[config.mk]
export PLATFORM = sky130hd
export DESIGN_NAME = dac_update_scheduler
export DESIGN_NICKNAME = d
export VERILOG_FILES = /design/src/rtl/dac_update_scheduler.sv
export SDC_FILE = /design/constraint.sdc
export NUM_CORES = 1
export LEC_CHECK = 0
export ABC_CLOCK_PERIOD_IN_PS = 2000
export BUFFER_PORTS_ARGS = -buffer_cell sky130_fd_sc_hd__buf_2
export CAP_MARGIN = 10
export CORE_MARGIN = 2
export CORE_UTILIZATION = 46
export DETAILED_ROUTE_END_ITERATION = 12
export GPL_TIMING_DRIVEN = 0
export PLACE_DENSITY_LB_ADDON = 0.25
export REMOVE_ABC_BUFFERS = 1
export SYNTH_ARGS = -nofsm -noshare
export SYNTH_HDL_FRONTEND = slang
export SYNTH_SLANG_ARGS = --single-unit
[constraint.sdc]
create_clock -name dataclk -period 2 [get_ports dataclk]
set_clock_uncertainty 0.15 [all_clocks]
set_input_delay 0.1 -clock dataclk [delete_from_list [all_inputs] [get_ports dataclk]]
set_output_delay 0.1 -clock dataclk [all_outputs]
set_load 0.03 [all_outputs]
[src/rtl/dac_update_scheduler.sv]
`timescale 1ns/1ps
// Per-frame DAC update scheduler: captures per-DAC channel requests, arbitrates the shared
// HPF/threshold datapath round-robin between two DACs, then kicks the selected DAC's SPI shift.

module dac_update_scheduler #(
  parameter int unsigned NUM_CH      = 35,
  parameter int unsigned DP_TIMEOUT  = 64,
  parameter int unsigned SPI_TIMEOUT = 128
) (
  input  logic       dataclk,
  input  logic       reset,
  input  logic       SPI_start,
  input  logic [5:0] channel,
  input  logic       ch_valid,
  input  logic [1:0] DAC_en,
  input  logic [5:0] DAC_sel_1,
  input  logic [5:0] DAC_sel_2,
  output logic       dp_start,
  output logic       dp_dac_idx,
  input  logic       dp_done,
  output logic [1:0] spi_start,
  input  logic [1:0] spi_done,
  output logic [1:0] pending,
  output logic [1:0] overrun,
  output logic       timeout_err,
  input  logic       err_clr,
  output logic       frame_done,
  output logic [2:0] sched_state
);

  localparam int unsigned CH_W   = 6;
  localparam int unsigned MAX_TO = (DP_TIMEOUT > SPI_TIMEOUT) ? DP_TIMEOUT : SPI_TIMEOUT;
  localparam int unsigned CNT_W  = $clog2(MAX_TO + 1);
  localparam logic [CNT_W-1:0] CNT_MAX = {CNT_W{1'b1}};
  localparam logic [CNT_W-1:0] DP_LIM  = CNT_W'(DP_TIMEOUT - 1);
  localparam logic [CNT_W-1:0] SPI_LIM = CNT_W'(SPI_TIMEOUT - 1);
  localparam logic [CH_W-1:0]  LAST_CH = CH_W'(NUM_CH - 1);

  typedef enum logic [2:0] {
    S_IDLE     = 3'd0,
    S_ISSUE    = 3'd1,
    S_WAIT_DP  = 3'd2,
    S_SPI      = 3'd3,
    S_WAIT_SPI = 3'd4
  } state_e;

  state_e           state_q, state_d;
  logic             idx_q, idx_d;
  logic             last_q, last_d;
  logic [CNT_W-1:0] cnt_q, cnt_d, cnt_inc;
  logic [1:0]       pend_q, pend_d;
  logic [1:0]       ovr_q, ovr_d;
  logic [1:0]       rq_q, rq_d;
  logic [1:0]       spi_q, spi_d;
  logic             terr_q, terr_d;
  logic             dp_q, dp_d;
  logic             frame_q, frame_d;
  logic [1:0]       req, clr, inflight;

  assign req[0]   = ch_valid & SPI_start & DAC_en[0] & (channel == DAC_sel_1);
  assign req[1]   = ch_valid & SPI_start & DAC_en[1] & (channel == DAC_sel_2);
  assign inflight = (state_q == S_IDLE) ? 2'b00 : (idx_q ? 2'b10 : 2'b01);
  assign cnt_inc  = (cnt_q == CNT_MAX) ? cnt_q : cnt_q + CNT_W'(1);

  always_ff @(posedge dataclk or negedge reset) begin
    if (!reset) begin
      state_q <= S_IDLE;
      idx_q   <= 1'b0;
      last_q  <= 1'b1;
      cnt_q   <= '0;
      pend_q  <= '0;
      ovr_q   <= '0;
      rq_q    <= '0;
      spi_q   <= '0;
      terr_q  <= 1'b0;
      dp_q    <= 1'b0;
      frame_q <= 1'b0;
    end else begin
      state_q <= state_d;
      idx_q   <= idx_d;
      last_q  <= last_d;
      cnt_q   <= cnt_d;
      pend_q  <= pend_d;
      ovr_q   <= ovr_d;
      rq_q    <= rq_d;
      spi_q   <= spi_d;
      terr_q  <= terr_d;
      dp_q    <= dp_d;
      frame_q <= frame_d;
    end
  end

  always_comb begin
    state_d = state_q;
    idx_d   = idx_q;
    last_d  = last_q;
    cnt_d   = cnt_q;
    pend_d  = pend_q;
    ovr_d   = ovr_q;
    rq_d    = rq_q;
    spi_d   = 2'b00;
    terr_d  = terr_q;
    dp_d    = 1'b0;
    clr     = 2'b00;
    frame_d = ch_valid & (channel == LAST_CH);

    unique case (state_q)
      S_IDLE: begin
        if (|pend_q) begin
          idx_d   = (&pend_q) ? ~last_q : pend_q[1];
          state_d = S_ISSUE;
        end
      end
      S_ISSUE: begin
        dp_d    = 1'b1;
        cnt_d   = '0;
        state_d = S_WAIT_DP;
      end
      S_WAIT_DP: begin
        if (dp_done) begin
          state_d = S_SPI;
        end else if (cnt_q >= DP_LIM) begin
          terr_d     = 1'b1;
          clr[idx_q] = 1'b1;
          state_d    = S_IDLE;
        end else begin
          cnt_d = cnt_inc;
        end
      end
      S_SPI: begin
        spi_d[idx_q] = 1'b1;
        clr[idx_q]   = 1'b1;
        cnt_d        = '0;
        state_d      = S_WAIT_SPI;
      end
      S_WAIT_SPI: begin
        if (spi_done[idx_q]) begin
          last_d  = idx_q;
          state_d = S_IDLE;
        end else if (cnt_q >= SPI_LIM) begin
          terr_d  = 1'b1;
          last_d  = idx_q;
          state_d = S_IDLE;
        end else begin
          cnt_d = cnt_inc;
        end
      end
      default: state_d = S_IDLE;
    endcase

    // A request landing while its own DAC is in flight is kept so the pending clear cannot drop it.
    for (int k = 0; k < 2; k++) begin
      if (clr[k]) rq_d[k] = 1'b0;
      if (req[k]) begin
        pend_d[k] = 1'b1;
        if (pend_q[k] && !clr[k]) begin
          ovr_d[k] = 1'b1;
          if (inflight[k]) rq_d[k] = 1'b1;
        end
      end else if (clr[k]) begin
        pend_d[k] = rq_q[k] & DAC_en[k];
      end else if (!DAC_en[k] && !inflight[k]) begin
        pend_d[k] = 1'b0;
      end
    end

    if (err_clr) begin
      ovr_d  = 2'b00;
      terr_d = 1'b0;
    end
  end

  assign dp_start    = dp_q;
  assign dp_dac_idx  = idx_q;
  assign spi_start   = spi_q;
  assign pending     = pend_q;
  assign overrun     = ovr_q;
  assign timeout_err = terr_q;
  assign frame_done  = frame_q;
  assign sched_state = state_q;

endmodule

# Word level (Yosys, flattened, before mapping)
# Index checks and enable logic that the tools add are counted.
dict set report word_totals {
  register_bits 24
  in_bits 28
  out_inout_bits 13
  wordCells 128
}
dict set report op_classes {
  add_sub_neg 1
  magnitude_cmp 4
  n_eq_ne 19
  mux 51
  n_bitwise 9
  reduce_logical 31
}
# operator n
set op_table {}
lappend op_table {{two-way mux 8 bit} 5}
lappend op_table {{two-way mux 1 bit} 30}
lappend op_table {{case mux 8 bit (3 select lines)} 1}
lappend op_table {{inequality test 3 bit (second input constant)} 6}
lappend op_table {{two-way mux 3 bit} 5}
lappend op_table {{case mux 3 bit (5 select lines)} 1}
lappend op_table {{equality test 6 bit} 2}
lappend op_table {{two-way mux 2 bit} 6}
lappend op_table {{nonzero test 3 bit} 4}
lappend op_table {{AND reduction 2 bit} 5}
lappend op_table {{AND reduction 5 bit} 2}
lappend op_table {{nonzero test 2 bit} 5}
lappend op_table {{adder 8 x 1 -> 8 bit (second input constant)} 1}
lappend op_table {{bitwise AND 1 bit} 8}
lappend op_table {{equality test 8 bit (second input constant)} 1}
lappend op_table {{>= comparator 8 x 6 -> 1 bit (second input constant)} 1}
lappend op_table {{>= comparator 8 x 7 -> 1 bit (second input constant)} 1}
lappend op_table {{inequality test 2 bit (second input constant)} 4}
lappend op_table {{equality test 3 x 2 -> 1 bit (second input constant)} 2}
lappend op_table {{equality test 6 bit (second input constant)} 1}
lappend op_table {{logical NOT 1 bit} 6}
lappend op_table {{logical AND 1 bit} 5}
lappend op_table {{case mux 2 bit (2 select lines)} 1}
lappend op_table {{OR reduction 2 bit} 2}
lappend op_table {{other kinds (10)} 10}

# Logic depth before layout (Yosys ltp)
dict set report depth {
  depth_word 12
  ltp_mapped 6
  ltp_nobuf 5
}

# Least setup slack after synthesis
# No wires, ideal clock.
dict set report synth_path {
  path_kind {reg2reg}
  from {reg idx_q, in the netlist dp_dac_idx}
  to {reg cnt_q[5]}
  setup_ps 78
  arrival_time_ps 2136
  required_ps 1772
  path_slack_ps -364
  stages_incl_launch_ff 7
  path_buffers 1
  synth_period_minus_slack_ps 2364
  cell_sequence {dfrtp_1 > buf_6 > mux2_2 > a311oi_2 > o211ai_4 > or4_1 > a21boi_1}
}
dict set report synth_between {
  elab_chain_cells 4
}
# element line_no
set synth_rtl {}
lappend synth_rtl {{from (decl)} 48} ;# logic idx_q, idx_d;
lappend synth_rtl {{from (signal assigned)} 80} ;# idx_q <= idx_d;
lappend synth_rtl {{two-way mux 1 bit (implied by the code) (2 in a row)} 137} ;# if (spi_done[idx_q]) begin
lappend synth_rtl {{inequality test 2 bit (no line)} -}
lappend synth_rtl {{AND reduction 5 bit (no line)} -}
lappend synth_rtl {{to (signal assigned)} 82} ;# cnt_q <= cnt_d;
lappend synth_rtl {{to (decl)} 50} ;# logic [CNT_W-1:0] cnt_q, cnt_d, cnt_inc;
# No other way between the ends. The select of a mux whose other input is x is not followed.
# A chain may end at the register's enable or synchronous reset.

# Worst setup path in the final report
dict set report layout_path {
  from {reg cnt_q[6]}
  to {reg cnt_q[5]}
}
dict set report layout_between {
  elab_chain_cells 5
  elab_cells_between_ends 12
  classes_between {order compare: 2; eq/ne: 3; mux: 6; reduce/logical: 1}
}
# element
set layout_rtl {}
lappend layout_rtl {{branches (longest 5 deep; another with >= comparator 8 x 7 -> 1 bit)}}
# Parallel ways; which one is timed is not known. The select of a mux whose other input is x is not followed.

==> flow_summary_export.csv <==
group,metric,value,unit
yosys,yosysSeqAreaShare,41.15,%
grt,grt_pass1_wl,5644,um
run_status,status,"finished, violations left",
floorplanning,coreArea,3028,sq um
floorplanning,num_rows,20,
grt,grt_max_degree,25,
power_and_ir_drop,powerDensity,536.0,nW/um^2
cells_and_area,n_antenna_cell,0,
drt,drt-total-wl,3464,um
placement,gp_congestion,0.7755,
floorplanning,die_height,60.39,um
cells_and_area,stdcell_count,251,
hold_path,hp-class,"in2reg",
sta,hold_viol,0,
drt,viasPerCell,5.327,
drt,drtPass1Iterations,4,
cells_and_area,multiInputGateArea,895.9,sq um
critical_path,required,2.10,ns
yosys,synthCells,144,
sta,finalCritPeriodShare,103.4,%
cells_and_area,stdcell_area,2024,sq um
placement,dp_hpwl,2321,um
sta,rsz0062_at_grt,"yes",
grt,grt_pass1_vias,1366,
clock_network,cts.sink_count,24,
yosys,synth_warnings,0,
sta,slew_viol_final,0,
drt,num_vias,1337,
sta,worst_pin_slew,0.5328,ns
power_and_ir_drop,ir_worst_vdd,0.0004429,V
placement,io_buffers,40,
grt,globalRouteTotalUtil,20.64,%
sta,slew_headroom,64.48,%
sta,hold_slack,0.09618,ns
sta,layout_min_cycle_time,2.068,ns
clock_network,clock_latency,0.31,ns
clock_network,cts_tree,"done",
hold_path,hold_path_depth,5,
critical_path,setup.worst_path.class,"reg2reg",
cells_and_area,fin_nets,237,
yosys,syn_avg_cell_area,10.16,sq um
yosys,ys_types,53,
critical_path,rr_startpoint,"cnt_q[6]",
drt,drt_iter0_markers,25,
floorplanning,die_area,3647,sq um
hold_path,min_to,"sched_state[1]",
critical_path,cp.arrival,2.17,ns
critical_path,crit_path_end_kind,"flop",
critical_path,r2r-end,"cnt_q[5]",
drt,drc,0,
drt,avgRoutedWirePerCell,13.80,um
cells_and_area,fillers,234,
floorplanning,io_pins,41,
placement,place_area,1683,sq um
critical_path,r2r_slack,-0.07,ns
cells_and_area,seq_area,609.3,sq um
cells_and_area,final_util,66.86,%
floorplanning,initial_core_util,48.31,%
sta,setup_viol_count_final,4,
run_status,violations,"setup timing",
yosys,async_flop_share,100.0,%
clock_network,cts-root-buf,"clkbuf_4",
critical_path,r2r_cells,5,
hold_path,min_from,"dp_done",
clock_network,numCtsBuffers,3,
floorplanning,die_w,60.39,um
cells_and_area,drive_above_1_share,43.96,%
yosys,synth-edff-count,0,
yosys,synth_flop_cell,"dfrtp_1",
run,drv_cap,0,
critical_path,start_kind,"flop",
power_and_ir_drop,power.leakage,0.9010,nW
clock_network,clkTransAtPathRegs,0.13,ns
critical_path,worstPathMaxFanout,6,
cells_and_area,syn2layout_area_growth,38.41,%
sta,finalSetupTns,-0.1533,ns
sta,setup_slack,-0.06761,ns
yosys,synthesis.area,1463,sq um
clock_network,clock_path_buffers,2,
grt,antenna_found_initial,0,
clock_network,htree_num_levels,1,
yosys,ys_seq_elements,24,
placement,place_inst,223,
grt,overflow,0,
sta,fmax,483.7,MHz
drt,antenna_left,0,
area by class of cell:
class / count / share of cell area, %
Tap cell: 44 / 2.719
Inverter: 8 / 1.483
Multi-Input combinational cell: 107 / 44.25
Sequential cell: 24 / 30.10
Clock buffer: 4 / 1.792
Timing Repair Buffer: 64 / 19.65
stage by stage:
stage | power, mW | worst slack, ns
floorplan | 0.6929 | -0.3690
global placement | 0.7677 | -0.3255
detailed placement | 0.7802 | -0.4281
CTS | 1.084 | -0.09229
global route | 1.142 | -0.1432
finish | 1.085 | -0.06761
kinds of logic after synthesis:
family                     count (synthesis)  share of synthesized area [%]
AOI/OAI and AO/OA                         32                          18.65
xor gates and xnor gates                  13                          7.784
adders and majority gates                  2                          1.540
buffers and inverters                     13                          4.448
DFF                                       24                          41.15
muxes                                      4                          2.908
and+or+nand+nor                           56                          23.52
how the worst max path moves through the flow:
stage	cells after the start	slack [ns]	startpoint	endpoint
4_1_cts	5	-0.09	cnt_q[6]	cnt_q[5]
3_5_place_dp	5	-0.43	dp_dac_idx	cnt_q[5]
6_report	5	-0.07	cnt_q[6]	cnt_q[5]
5_1_grt	5	-0.14	cnt_q[6]	cnt_q[5]
3_3_place_gp	5	-0.33	dp_dac_idx	cnt_q[5]
2_1_floorplan	5	-0.37	dp_dac_idx	cnt_q[5]
worst max-delay path, cell delays in order, from the launching register on:
cell and delay (ns):
dfrtp_2 0.44, or4b_4 0.53, o211ai_4 0.21, o211ai_4 0.12
or4_1 0.42, a21boi_1 0.15
Yosys cell counts (3+ instances only):
| library cell | count | area [sq um] |
|---|---|---|
| a21boi_1 | 3 | 22.52 |
| a21oi_1 | 4 | 20.02 |
| and2_1 | 4 | 25.02 |
| dfrtp_1 | 23 | 575.6 |
| inv_1 | 8 | 30.03 |
| nand2_1 | 8 | 30.03 |
| nand3_1 | 6 | 30.03 |
| nor2_1 | 8 | 30.03 |
| nor3_1 | 6 | 30.03 |
| o21ai_1 | 5 | 25.02 |
| or3b_1 | 3 | 26.28 |
| xor2_1 | 12 | 105.1 |
timing repair:
item	CTS	global route
setup buffers	12	5
hold endpoints to repair	31	0
setup endpoints to repair	14	14
hold buffers	7	0
pin swaps	13	10
gates resized for setup	19	8
cells in the final DEF (no fill, tap or decap), types with 3 or more instances in the layout:
cell type | netlist | routed
and2_1 | 4 | 4
buf_2 | 1 | 40
buf_4 | 0 | 17
clkbuf_4 | 0 | 3
dfrtp_1 | 23 | 17
dfrtp_2 | 0 | 6
dlygate4sd3_1 | 0 | 7
inv_1 | 8 | 8
nand2_1 | 8 | 8
nand3_1 | 6 | 6
nor2_1 | 8 | 7
nor3_1 | 6 | 4
o21ai_1 | 5 | 5
xor2_1 | 12 | 12
state kept, by name (all words and copies together), names as in the netlist:
name / cells
frame_done: 1
rq_q: 2
sched_state: 3
spi_start: 2
cnt_q: 8
overrun: 2
dp_start: 1
last_q: 1
dp_dac_idx: 1
pending: 2
timeout_err: 1
power breakdown:
group	switching (mW)	leakage (nW)	internal, mW	total [mW]
clock	0.146	0.0210	0.111	0.257
sequential	0.0425	0.315	0.530	0.573
combinational	0.142	0.565	0.114	0.255
layer usage:
layer	up-vias	wire [um]	track usage (%)
li1	659	-	-
met2	27	1850	39.13
met4	0	47	5.714
met1	643	1453	22.57
met5	-	0	0
met3	8	112	5.330
(Power assumes the default switching activity.)
